===== config.mk =====
export PLATFORM = sky130hd
export DESIGN_NAME = kb_scan_decoder
export DESIGN_NICKNAME = d
export VERILOG_FILES = /design/src/rtl/kb_scan_decoder.sv
export SDC_FILE = /design/constraint.sdc
export NUM_CORES = 1
export LEC_CHECK = 0
export BUFFER_PORTS_ARGS = -buffer_cell sky130_fd_sc_hd__buf_2
export CAP_MARGIN = 20
export CORE_MARGIN = 4
export CORE_UTILIZATION = 54
export CTS_CLUSTER_SIZE = 16
export DETAILED_ROUTE_END_ITERATION = 7
export GPL_TIMING_DRIVEN = 0
export HOLD_SLACK_MARGIN = 0.02
export PLACE_DENSITY = 0.74
export SYNTH_ARGS = -nofsm -noshare
export SYNTH_HDL_FRONTEND = slang
export SYNTH_SLANG_ARGS = --single-unit

===== constraint.sdc =====
create_clock -name i_clk -period 3.4 [get_ports i_clk]
set_input_delay 0.68 -clock i_clk [delete_from_list [all_inputs] [get_ports i_clk]]
set_output_delay 0.68 -clock i_clk [all_outputs]
set_load 0.005 [all_outputs]

===== src/rtl/kb_scan_decoder.sv =====
// kb_scan_decoder
//   Brings PS/2 received bytes into the system clock domain, parses Set-2
//   scan-code prefixes (E0 extended, F0 break, E1 pause) into key events and
//   queues them in a first-word-fall-through FIFO.
//
// Optional build macro:
//   KB_TYPEMATIC_FILTER_EN - suppress repeated make events of the last held key.
//
// Ports:
//   i_clk        system clock, rising edge
//   i_rst_n      synchronous active-low reset
//   i_ps2_done   byte-received level from the PS/2 receiver (asynchronous)
//   i_ps2_data   received byte, stable while i_ps2_done is high
//   i_rd_en      pop the FIFO head (ignored when empty)
//   i_clr_ovf    clear the sticky overflow flag
//   o_valid      FIFO not empty
//   o_key_code   head event scan code
//   o_extended   head event had an E0 prefix
//   o_break      head event is a key release
//   o_overflow   sticky: an event was dropped on a full FIFO
//   o_count      number of events held
module kb_scan_decoder #(
    parameter int unsigned FIFO_DEPTH = 8,
    parameter int unsigned CNT_W      = 4
) (
    input  logic             i_clk,
    input  logic             i_rst_n,
    input  logic             i_ps2_done,
    input  logic [7:0]       i_ps2_data,
    input  logic             i_rd_en,
    input  logic             i_clr_ovf,
    output logic             o_valid,
    output logic [7:0]       o_key_code,
    output logic             o_extended,
    output logic             o_break,
    output logic             o_overflow,
    output logic [CNT_W-1:0] o_count
);

    localparam int unsigned PTR_W = (FIFO_DEPTH > 1) ? $clog2(FIFO_DEPTH) : 1;

    typedef enum logic [2:0] {
        StIdle,
        StExt,
        StBrk,
        StExtBrk,
        StSkip
    } state_e;

    // ------------------------------------------------------------------
    // Done-level synchronizer and single-cycle byte strobe
    // ------------------------------------------------------------------
    logic sync_s1, sync_s2, sync_s3;
    logic byte_stb;

    always_ff @(posedge i_clk) begin
        if (!i_rst_n) begin
            sync_s1 <= 1'b0;
            sync_s2 <= 1'b0;
            sync_s3 <= 1'b0;
        end else begin
            sync_s1 <= i_ps2_done;
            sync_s2 <= sync_s1;
            sync_s3 <= sync_s2;
        end
    end

    // Rising edge of the synchronized level: one strobe per done pulse.
    assign byte_stb = sync_s2 & ~sync_s3;

    // ------------------------------------------------------------------
    // Prefix parser
    // ------------------------------------------------------------------
    state_e     state_q, state_d;
    logic [2:0] skip_q, skip_d;
    logic       ev_valid;
    logic [7:0] ev_code;
    logic       ev_ext;
    logic       ev_brk;
    logic       idle_discard;

    // Controller responses and error codes never form key events.
    assign idle_discard = i_ps2_data inside {8'h00, 8'hAA, 8'hEE, 8'hFA,
                                             8'hFC, 8'hFD, 8'hFE, 8'hFF};

    always_comb begin
        state_d  = state_q;
        skip_d   = skip_q;
        ev_valid = 1'b0;
        ev_code  = i_ps2_data;
        ev_ext   = 1'b0;
        ev_brk   = 1'b0;
        if (byte_stb) begin
            case (state_q)
                StIdle: begin
                    if (i_ps2_data == 8'hE0) begin
                        state_d = StExt;
                    end else if (i_ps2_data == 8'hF0) begin
                        state_d = StBrk;
                    end else if (i_ps2_data == 8'hE1) begin
                        // Pause is E1 followed by seven more bytes.
                        state_d = StSkip;
                        skip_d  = 3'd7;
                    end else if (!idle_discard) begin
                        ev_valid = 1'b1;
                    end
                end
                StExt: begin
                    if (i_ps2_data == 8'hF0) begin
                        state_d = StExtBrk;
                    end else if (i_ps2_data == 8'hE0) begin
                        state_d = StExt;
                    end else begin
                        // E0 12 is the fake shift emitted around some keys.
                        ev_valid = (i_ps2_data != 8'h12);
                        ev_ext   = 1'b1;
                        state_d  = StIdle;
                    end
                end
                StBrk: begin
                    ev_valid = 1'b1;
                    ev_brk   = 1'b1;
                    state_d  = StIdle;
                end
                StExtBrk: begin
                    ev_valid = (i_ps2_data != 8'h12);
                    ev_ext   = 1'b1;
                    ev_brk   = 1'b1;
                    state_d  = StIdle;
                end
                StSkip: begin
                    if (skip_q == 3'd1) begin
                        ev_valid = 1'b1;
                        ev_code  = 8'hE1;
                        skip_d   = 3'd0;
                        state_d  = StIdle;
                    end else begin
                        skip_d = skip_q - 3'd1;
                    end
                end
                default: begin
                    state_d = StIdle;
                    skip_d  = 3'd0;
                end
            endcase
        end
    end

    always_ff @(posedge i_clk) begin
        if (!i_rst_n) begin
            state_q <= StIdle;
            skip_q  <= 3'd0;
        end else begin
            state_q <= state_d;
            skip_q  <= skip_d;
        end
    end

    // ------------------------------------------------------------------
    // Optional typematic repeat filter
    // ------------------------------------------------------------------
    logic push;

`ifdef KB_TYPEMATIC_FILTER_EN
    logic [8:0] last_make_q;
    logic       last_valid_q;
    logic       last_match;

    assign last_match = last_valid_q && (last_make_q == {ev_code, ev_ext});
    assign push       = ev_valid && !(!ev_brk && last_match);

    always_ff @(posedge i_clk) begin
        if (!i_rst_n) begin
            last_make_q  <= 9'd0;
            last_valid_q <= 1'b0;
        end else if (ev_valid) begin
            if (!ev_brk && !last_match) begin
                last_make_q  <= {ev_code, ev_ext};
                last_valid_q <= 1'b1;
            end else if (ev_brk && last_match) begin
                last_valid_q <= 1'b0;
            end
        end
    end
`else
    assign push = ev_valid;
`endif

    // ------------------------------------------------------------------
    // Event FIFO
    // ------------------------------------------------------------------
    logic [9:0]       mem [FIFO_DEPTH];
    logic [PTR_W-1:0] wr_ptr_q, rd_ptr_q;
    logic [CNT_W-1:0] count_q;
    logic             ovf_q;
    logic             full, pop, wr, drop;
    logic [9:0]       head;

    assign full = (count_q == CNT_W'(FIFO_DEPTH));
    assign pop  = i_rd_en && (count_q != '0);
    // A pop in the same cycle frees the slot, so a full FIFO still accepts.
    assign wr   = push && (!full || pop);
    assign drop = push && full && !pop;

    always_ff @(posedge i_clk) begin
        if (wr) begin
            mem[wr_ptr_q] <= {ev_code, ev_ext, ev_brk};
        end
    end

    always_ff @(posedge i_clk) begin
        if (!i_rst_n) begin
            wr_ptr_q <= '0;
            rd_ptr_q <= '0;
            count_q  <= '0;
            ovf_q    <= 1'b0;
        end else begin
            if (wr) begin
                wr_ptr_q <= wr_ptr_q + PTR_W'(1);
            end
            if (pop) begin
                rd_ptr_q <= rd_ptr_q + PTR_W'(1);
            end
            if (wr && !pop) begin
                count_q <= count_q + CNT_W'(1);
            end else if (pop && !wr) begin
                count_q <= count_q - CNT_W'(1);
            end
            // A drop outranks a simultaneous clear.
            if (drop) begin
                ovf_q <= 1'b1;
            end else if (i_clr_ovf) begin
                ovf_q <= 1'b0;
            end
        end
    end

    assign head       = mem[rd_ptr_q];
    assign o_valid    = (count_q != '0);
    // Head fields are forced to zero while empty so reset presents all-zero outputs.
    assign o_key_code = o_valid ? head[9:2] : 8'h00;
    assign o_extended = o_valid & head[1];
    assign o_break    = o_valid & head[0];
    assign o_overflow = ovf_q;
    assign o_count    = count_q;

endmodule


; ---- Word level (Yosys, flattened, before mapping)
; Memory sizes are Yosys's and may differ from the RTL's. A register that Yosys moved wholly into a read port is not among the register bits.
; Index checks and enable logic that the tools add are counted.
[classes]
addsub = 5
n_eq_ne = 22
muxes = 39
n_bitwise = 5
reduce_logical = 20
[op_table]
columns = operator, count
row1 = $eq 8x8->1 const B, 10
row2 = $mux 8, 4
row3 = $mux 3, 10
row4 = $mux 1, 18
row5 = $pmux 3 s3, 2
row6 = $logic_not 8->1, 1
row7 = $mux 4, 2
row8 = $ne 2x2->1 const B, 4
row9 = $ne 8x5->1 const B, 1
row10 = $reduce_bool 8->1, 1
row11 = $add 3x1->3 const B, 2
row12 = $eq 3x1->1 const B, 2
row13 = $eq 3x2->1 const B, 2
row14 = $logic_and 1x1->1, 6
row15 = $pmux 1 s5, 1
row16 = $reduce_and 5->1, 1
row17 = $add 4x1->4 const B, 1
row18 = $eq 4x4->1 const B, 1
row19 = $ne 4x4->1 const B, 1
row20 = $reduce_bool 2->1, 2
row21 = $reduce_bool 4->1, 1
row22 = $sub 4x1->4 const B, 1
row23 = $and 1x1->1, 3
row24 = $eq 3x3->1 const B, 1
row25 = other kinds (10), 13
[totals]
ff_bits = 20
ram_bits = 80
input_bits = 13
out_inout_bits = 16
elab_cells = 101
mem_count = 1
[mem_list]
columns = memory, depth, word_bits, rd, rd_clocked_by_memory_dff, write_ports, line
row1 = mem, 8, 10, 1, 1, 1, 192  ; logic [9:0] mem [FIFO_DEPTH];

; ---- Longest topological paths before layout
[logic_depth]
word_depth = 13
mapped_depth = 16

; ---- Least setup slack after synthesis
; OpenSTA, ideal clock, no wires.
[synth_path]
path_type = input-to-reg
start = input i_ps2_data[0]
end = register count_q[3], in the netlist o_count[3]
t_arrival_ns = 3.275
t_required_ns = 3.324
slack_ns = 0.050
path_stages = 14
n_path_buf = 0
path_cell_list = or4_4 > o31ai_1 > o32a_1 > nand2_2 > nand3_4 > inv_4 > ha_1 > inv_1 > ha_1 > a21o_1 > a21oi_1 > xnor2_1 > or3_1 > a21boi_0
[synth_between]
elab_chain_len = 12
word_cells_on_any_way = 27
cone_classes = eq/ne (11) / mux (9) / reduce/logical (7)
[synth_rtl]
columns = item, line
row1 = from (decl), 29  ; input logic [7:0] i_ps2_data,
row2 = $eq 8x8->1 or $logic_not 8->1 (tied branches), 83  ; assign idle_discard = i_ps2_data inside {8'h00, 8'hAA, 8'hEE, 8'hFA,
row3 = $reduce_bool 8->1, 83
row4 = $mux 1, 104  ; end else if (!idle_discard) begin
row5 = $mux 1, 100  ; end else if (i_ps2_data == 8'hE1) begin
row6 = $mux 1, 98  ; end else if (i_ps2_data == 8'hF0) begin
row7 = $mux 1, 96  ; if (i_ps2_data == 8'hE0) begin
row8 = $pmux 1 s5 *, 94  ; case (state_q)
row9 = $mux 1 *, 93  ; if (byte_stb) begin
row10 = $logic_and 1x1->1 *, 202  ; assign wr = push && (!full || pop);
row11 = named net wr, 196  ; logic full, pop, wr, drop;
row12 = $logic_not 1->1, 226  ; end else if (pop && !wr) begin
row13 = $logic_and 1x1->1, 226
row14 = $reduce_bool 2->1 (no source line), --
row15 = to (signal assigned), 225  ; count_q <= count_q + CNT_W'(1);
row16 = to (signal assigned), 227  ; count_q <= count_q - CNT_W'(1);
row17 = to (decl), 194  ; logic [CNT_W-1:0] count_q;
; Mark *: on every way through the listed nets, which the timed path passes. The rest lies on a longest branch.
; A chain may end at the register's enable or synchronous reset.

; ---- Worst setup path in the final report
[layout_path]
start = register state_q[1]
end = register count_q[3], in the netlist o_count[3]
[layout_between]
elab_chain_len = 7
word_cells_on_any_way = 13
cone_classes = eq/ne (4) / mux (3) / reduce/logical (6)
[layout_rtl]
columns = item, line
row1 = from (decl), 74  ; state_e state_q, state_d;
row2 = from (signal assigned), 151  ; state_q <= StIdle;
row3 = from (signal assigned), 154  ; state_q <= state_d;
row4 = $eq 3x3->1 (tied with other cells), 94
row5 = $pmux 1 s5 *, 94
row6 = $mux 1 *, 93
row7 = $logic_and 1x1->1 *, 202
row8 = named net wr, 196
row9 = $logic_not 1->1, 226
row10 = $logic_and 1x1->1, 226
row11 = $reduce_bool 2->1 (no source line), --
; Marked as above.

==> reports/metrics.csv <==
stage,metric,value,unit
timing,min_cycle_time_layout,3.228,ns
route,final_antenna_net_count,0,
clocking,latest_clock_arrival_within_the_worst_skew_pair,0.37,ns
die,initial_core_util,0.5628,
route,route.vias.total,2539,
global_route,global_route_wire_length_before_repair,13520,um
global_route,grt_usage,0.1834,
synth,async_reset_ff_frac,0,
placed_design,gp_congestion,0.9608,
timing,timing_worst_slew_pin_value,0.8725,ns
route,detail_route.wirelength,8225,um
min_path,worst_hold_path.endpoint,sync_s2,
timing,whs,0.4475,ns
power_and_ir_drop,p_switching,0.8784,mW
synth,synth.yosys.seq_area_share,0.6482,
route,drc,0,
route,drt_first_iter_violations,152,
min_path,min-delay-start,sync_s1,
synth,synth.yosys.warnings,0,
synth,ys.flop_type,sky130_fd_sc_hd__edfxtp_1,
die,num_io_pins,29,
timing,setup_viol,0,
setup_path,ff2ff_path_depth,16,
die,core,7848,um^2
clocking,clock_tree.htree_level_count,3,
min_path,timing.hold.worst_path_depth,1,
finish,instances_no_fill,445,
setup_path,ff2ff_setup_slack,0.17,ns
synth,yosys_register_bits,103,
route,vias_per_cell,5.706,
min_path,hp-class,flip-flop to flip-flop,
placed_design,place_hpwl,5732,um
power_and_ir_drop,comb_power_share,0.282,
power_and_ir_drop,internal-power,2.095,mW
route,detail_route.first_pass.iterations,4,
finish,layout.nets,359,
synth,synth.avg_cell_area,15.28,um^2
clocking,number_of_buffers_created_by_cts,9,
timing,maxClockFrequency,309.8,MHz
synth,netlist-cell-type-count,48,
setup_path,crit_arrival,3.52,ns
power_and_ir_drop,largest_voltage_drop_on_the_vdd_net,0.0006233,V
power_and_ir_drop,clkPwrFrac,0.231,
clocking,cts_tree,yes,
clocking,postCtsHoldBufs,0,
setup_path,rr_startpoint,state_q[1],
placed_design,io_buffers,27,
run_status,outcome,"finished, final reports clean",
clocking,numClockSinks,103,
timing,ratio_of_final_minimum_period_to_clock_period,0.9493,
setup_path,critical_path.startpoint_type,flip-flop,
route,wl_per_cell,18.48,um
timing,final.setup_skew,0.007742,ns
power_and_ir_drop,leakagePower,1.671,nW
finish,drive_above_1_share,0.2770,
global_route,grt_remaining_overflow,0,
finish,num-fill-cells,599,
power_and_ir_drop,power,2.973,mW
synth,mapped_area,4417,um^2
die,row_count,32,
setup_path,crit-reg2reg-capture,o_count[3],
timing,relSlewSlack,0.4184,
setup_path,ws_path_type,flip-flop to flip-flop,
timing,final_report_hold_violation_count,0,
power_and_ir_drop,power_per_cell_area,596.1,nW/um^2
setup_path,crit_fanout,9,
synth,synth_fp_nets,310,
finish,antenna_cells,0,
global_route,antenna_found_initial,0,
die,die_y,98.44,um
finish,syn_to_final_growth,12.95,%
clocking,clockRootBuffer,sky130_fd_sc_hd__clkbuf_8,
placed_design,dp.cells,424,
power_and_ir_drop,sw_frac_of_total,0.2954,
global_route,grt_max_degree,18,
clocking,worst_setup_hold_path_clk_slew,0.09,ns
die,chipWidth,98.44,um
synth,post_synth_edffs,80,
die,die-area,9690,um^2
setup_path,cp_data_required_time,3.70,ns
setup_path,crit_path_end_kind,flip-flop,
synth,netlist_instances,289,
power_and_ir_drop,sequentialPowerShare,0.487,
run,max_cap_violations,0,
global_route,first_global_vias,2535,
clocking,clk_path_buf_depth,2,
timing,final_max_slew_viol_count,0,
critical path, stage by stage (launching register included):
cell	delay [ns]
sky130_fd_sc_hd__dfxtp_1	0.32
sky130_fd_sc_hd__buf_6	0.13
sky130_fd_sc_hd__or2_0	0.18
sky130_fd_sc_hd__buf_2	0.16
sky130_fd_sc_hd__a311o_1	0.30
sky130_fd_sc_hd__a311o_1	0.37
sky130_fd_sc_hd__nand2_2	0.11
sky130_fd_sc_hd__nand3_4	0.10
sky130_fd_sc_hd__inv_4	0.09
sky130_fd_sc_hd__ha_2	0.19
sky130_fd_sc_hd__inv_1	0.08
sky130_fd_sc_hd__ha_1	0.28
sky130_fd_sc_hd__a21o_1	0.19
sky130_fd_sc_hd__a21oi_2	0.14
sky130_fd_sc_hd__xnor2_1	0.08
sky130_fd_sc_hd__or3_1	0.29
sky130_fd_sc_hd__a21boi_0	0.16
cell type report:
cell class	count	area (um^2)	area share
Clock inverter	6	43.79	0.008779
Multi-Input combinational cell	164	1503	0.3012
Tap cell	102	127.6	0.02558
Buffer	14	66.31	0.01329
Sequential cell	103	2863	0.5739
Clock buffer	10	127.6	0.02558
Timing Repair Buffer	38	225.2	0.04515
Inverter	8	32.53	0.006521
power groups by stage:
stage | clock (mW) | combinational [mW] | sequential, mW
finish | 0.686 | 0.840 | 1.45
global route | 0.756 | 0.953 | 1.46
CTS | 0.699 | 0.845 | 1.45
detailed placement | 0 | 0.841 | 1.48
global placement | 0 | 0.822 | 1.47
floorplan | 0 | 0.578 | 1.47
routing by layer:
layer / vias up / GRT usage / share of wire / wire length, um
li1: 1210 / - / - / -
met3: 10 / 0.03185 / 0.069 / 567
met5: - / 0 / 0 / 0
met4: 0 / 0.06513 / 0.012 / 102
met1: 1237 / 0.2526 / 0.42 / 3436
met2: 82 / 0.2969 / 0.50 / 4119
cells in the final DEF (no fill, tap or decap), drive strengths merged, types with 2 or more instances in the layout:
cell type  instances
buf               45
and2              15
a21boi             6
nand2b             6
clkinv             2
and4               2
edfxtp            80
o21ai              7
nand2             13
ha                 7
xor2               2
mux2i             13
nand3b             4
or3                3
nor2b              3
a21oi              4
xnor2              5
mux4              20
o31ai              2
dfxtp             23
nand3              7
nor2              16
nor3               5
inv               11
nor4               7
a311o              2
clkbuf            17
worst max path at each step:
stage	from	to	slack (ns)	cells after the start
finish	state_q[1]	o_count[3]	0.17	16
detailed placement	i_ps2_data[0]	o_count[3]	-0.36	15
floorplan	i_ps2_data[0]	o_count[3]	0.05	14
global route	state_q[1]	o_count[3]	-0.0003	16
CTS	i_ps2_data[0]	o_count[3]	0.02	15
global placement	i_ps2_data[4]	mem[0][9]	-0.77	7
cells in the mapped netlist (all sizes together), types with 2 or more instances:
cell type | n | area (um^2)
or3 | 3 | 18.77
edfxtp | 80 | 2402
inv | 8 | 32.54
o31ai | 2 | 15.01
a311o | 2 | 20.02
nor2 | 16 | 60.06
nand3 | 7 | 47.55
and2 | 15 | 93.84
xnor2 | 5 | 43.79
clkbuf | 7 | 26.28
mux4 | 20 | 450.4
nand3b | 4 | 30.03
a21boi | 6 | 45.04
o21ai | 7 | 35.03
nor4 | 7 | 43.79
dfxtp | 23 | 460.4
mux2i | 13 | 130.1
a21oi | 4 | 23.77
nor3 | 5 | 25.02
nand2 | 13 | 51.30
ha | 7 | 87.58
xor2 | 2 | 17.52
nand2b | 6 | 37.54
and4 | 2 | 17.52
nor2b | 3 | 18.77
buf | 7 | 38.79
registers in the layout (all words and copies together), names as in the netlist, named ones only:
name / flops
mem: 80
o_count: 4
o_overflow: 1
rd_ptr_q: 3
skip_q: 3
state_q: 3
sync_s1: 1
sync_s2: 1
sync_s3: 1
wr_ptr_q: 3
cell families (layout without fill, tap and decap cells):
group                      Yosys count  count (layout)  synth area share
xor gates and xnor gates             7               7           0.01388
AOI/OAI and AO/OA                   29              29           0.04731
muxes                               34              34            0.1340
DFF                                103             103            0.6482
and+or+nand+nor                     86              86            0.1102
adders and majority gates            8               8           0.02436
buffers and inverters               22              76           0.02210
timing repair:
item | CTS | global route
buffers inserted | 0 | 5
resized for setup | 0 | 5
endpoints found under the setup margin | 0 | 1
through the flow:
step                        util  worst slack [ns]  instance area, um^2    TNS [ns]
final                     0.6357            0.1723                 4989           0
after CTS                 0.6293           0.01896                 4938           0
after global routing      0.6357        -0.0002645                 4989  -0.0002645
after global placement    0.5963           -0.7724                 4679      -39.19
after floorplan                -           0.04953                 4417           0
after detailed placement  0.6075           -0.3576                 4767     -0.3576
Power figures use the tool's default switching activity.
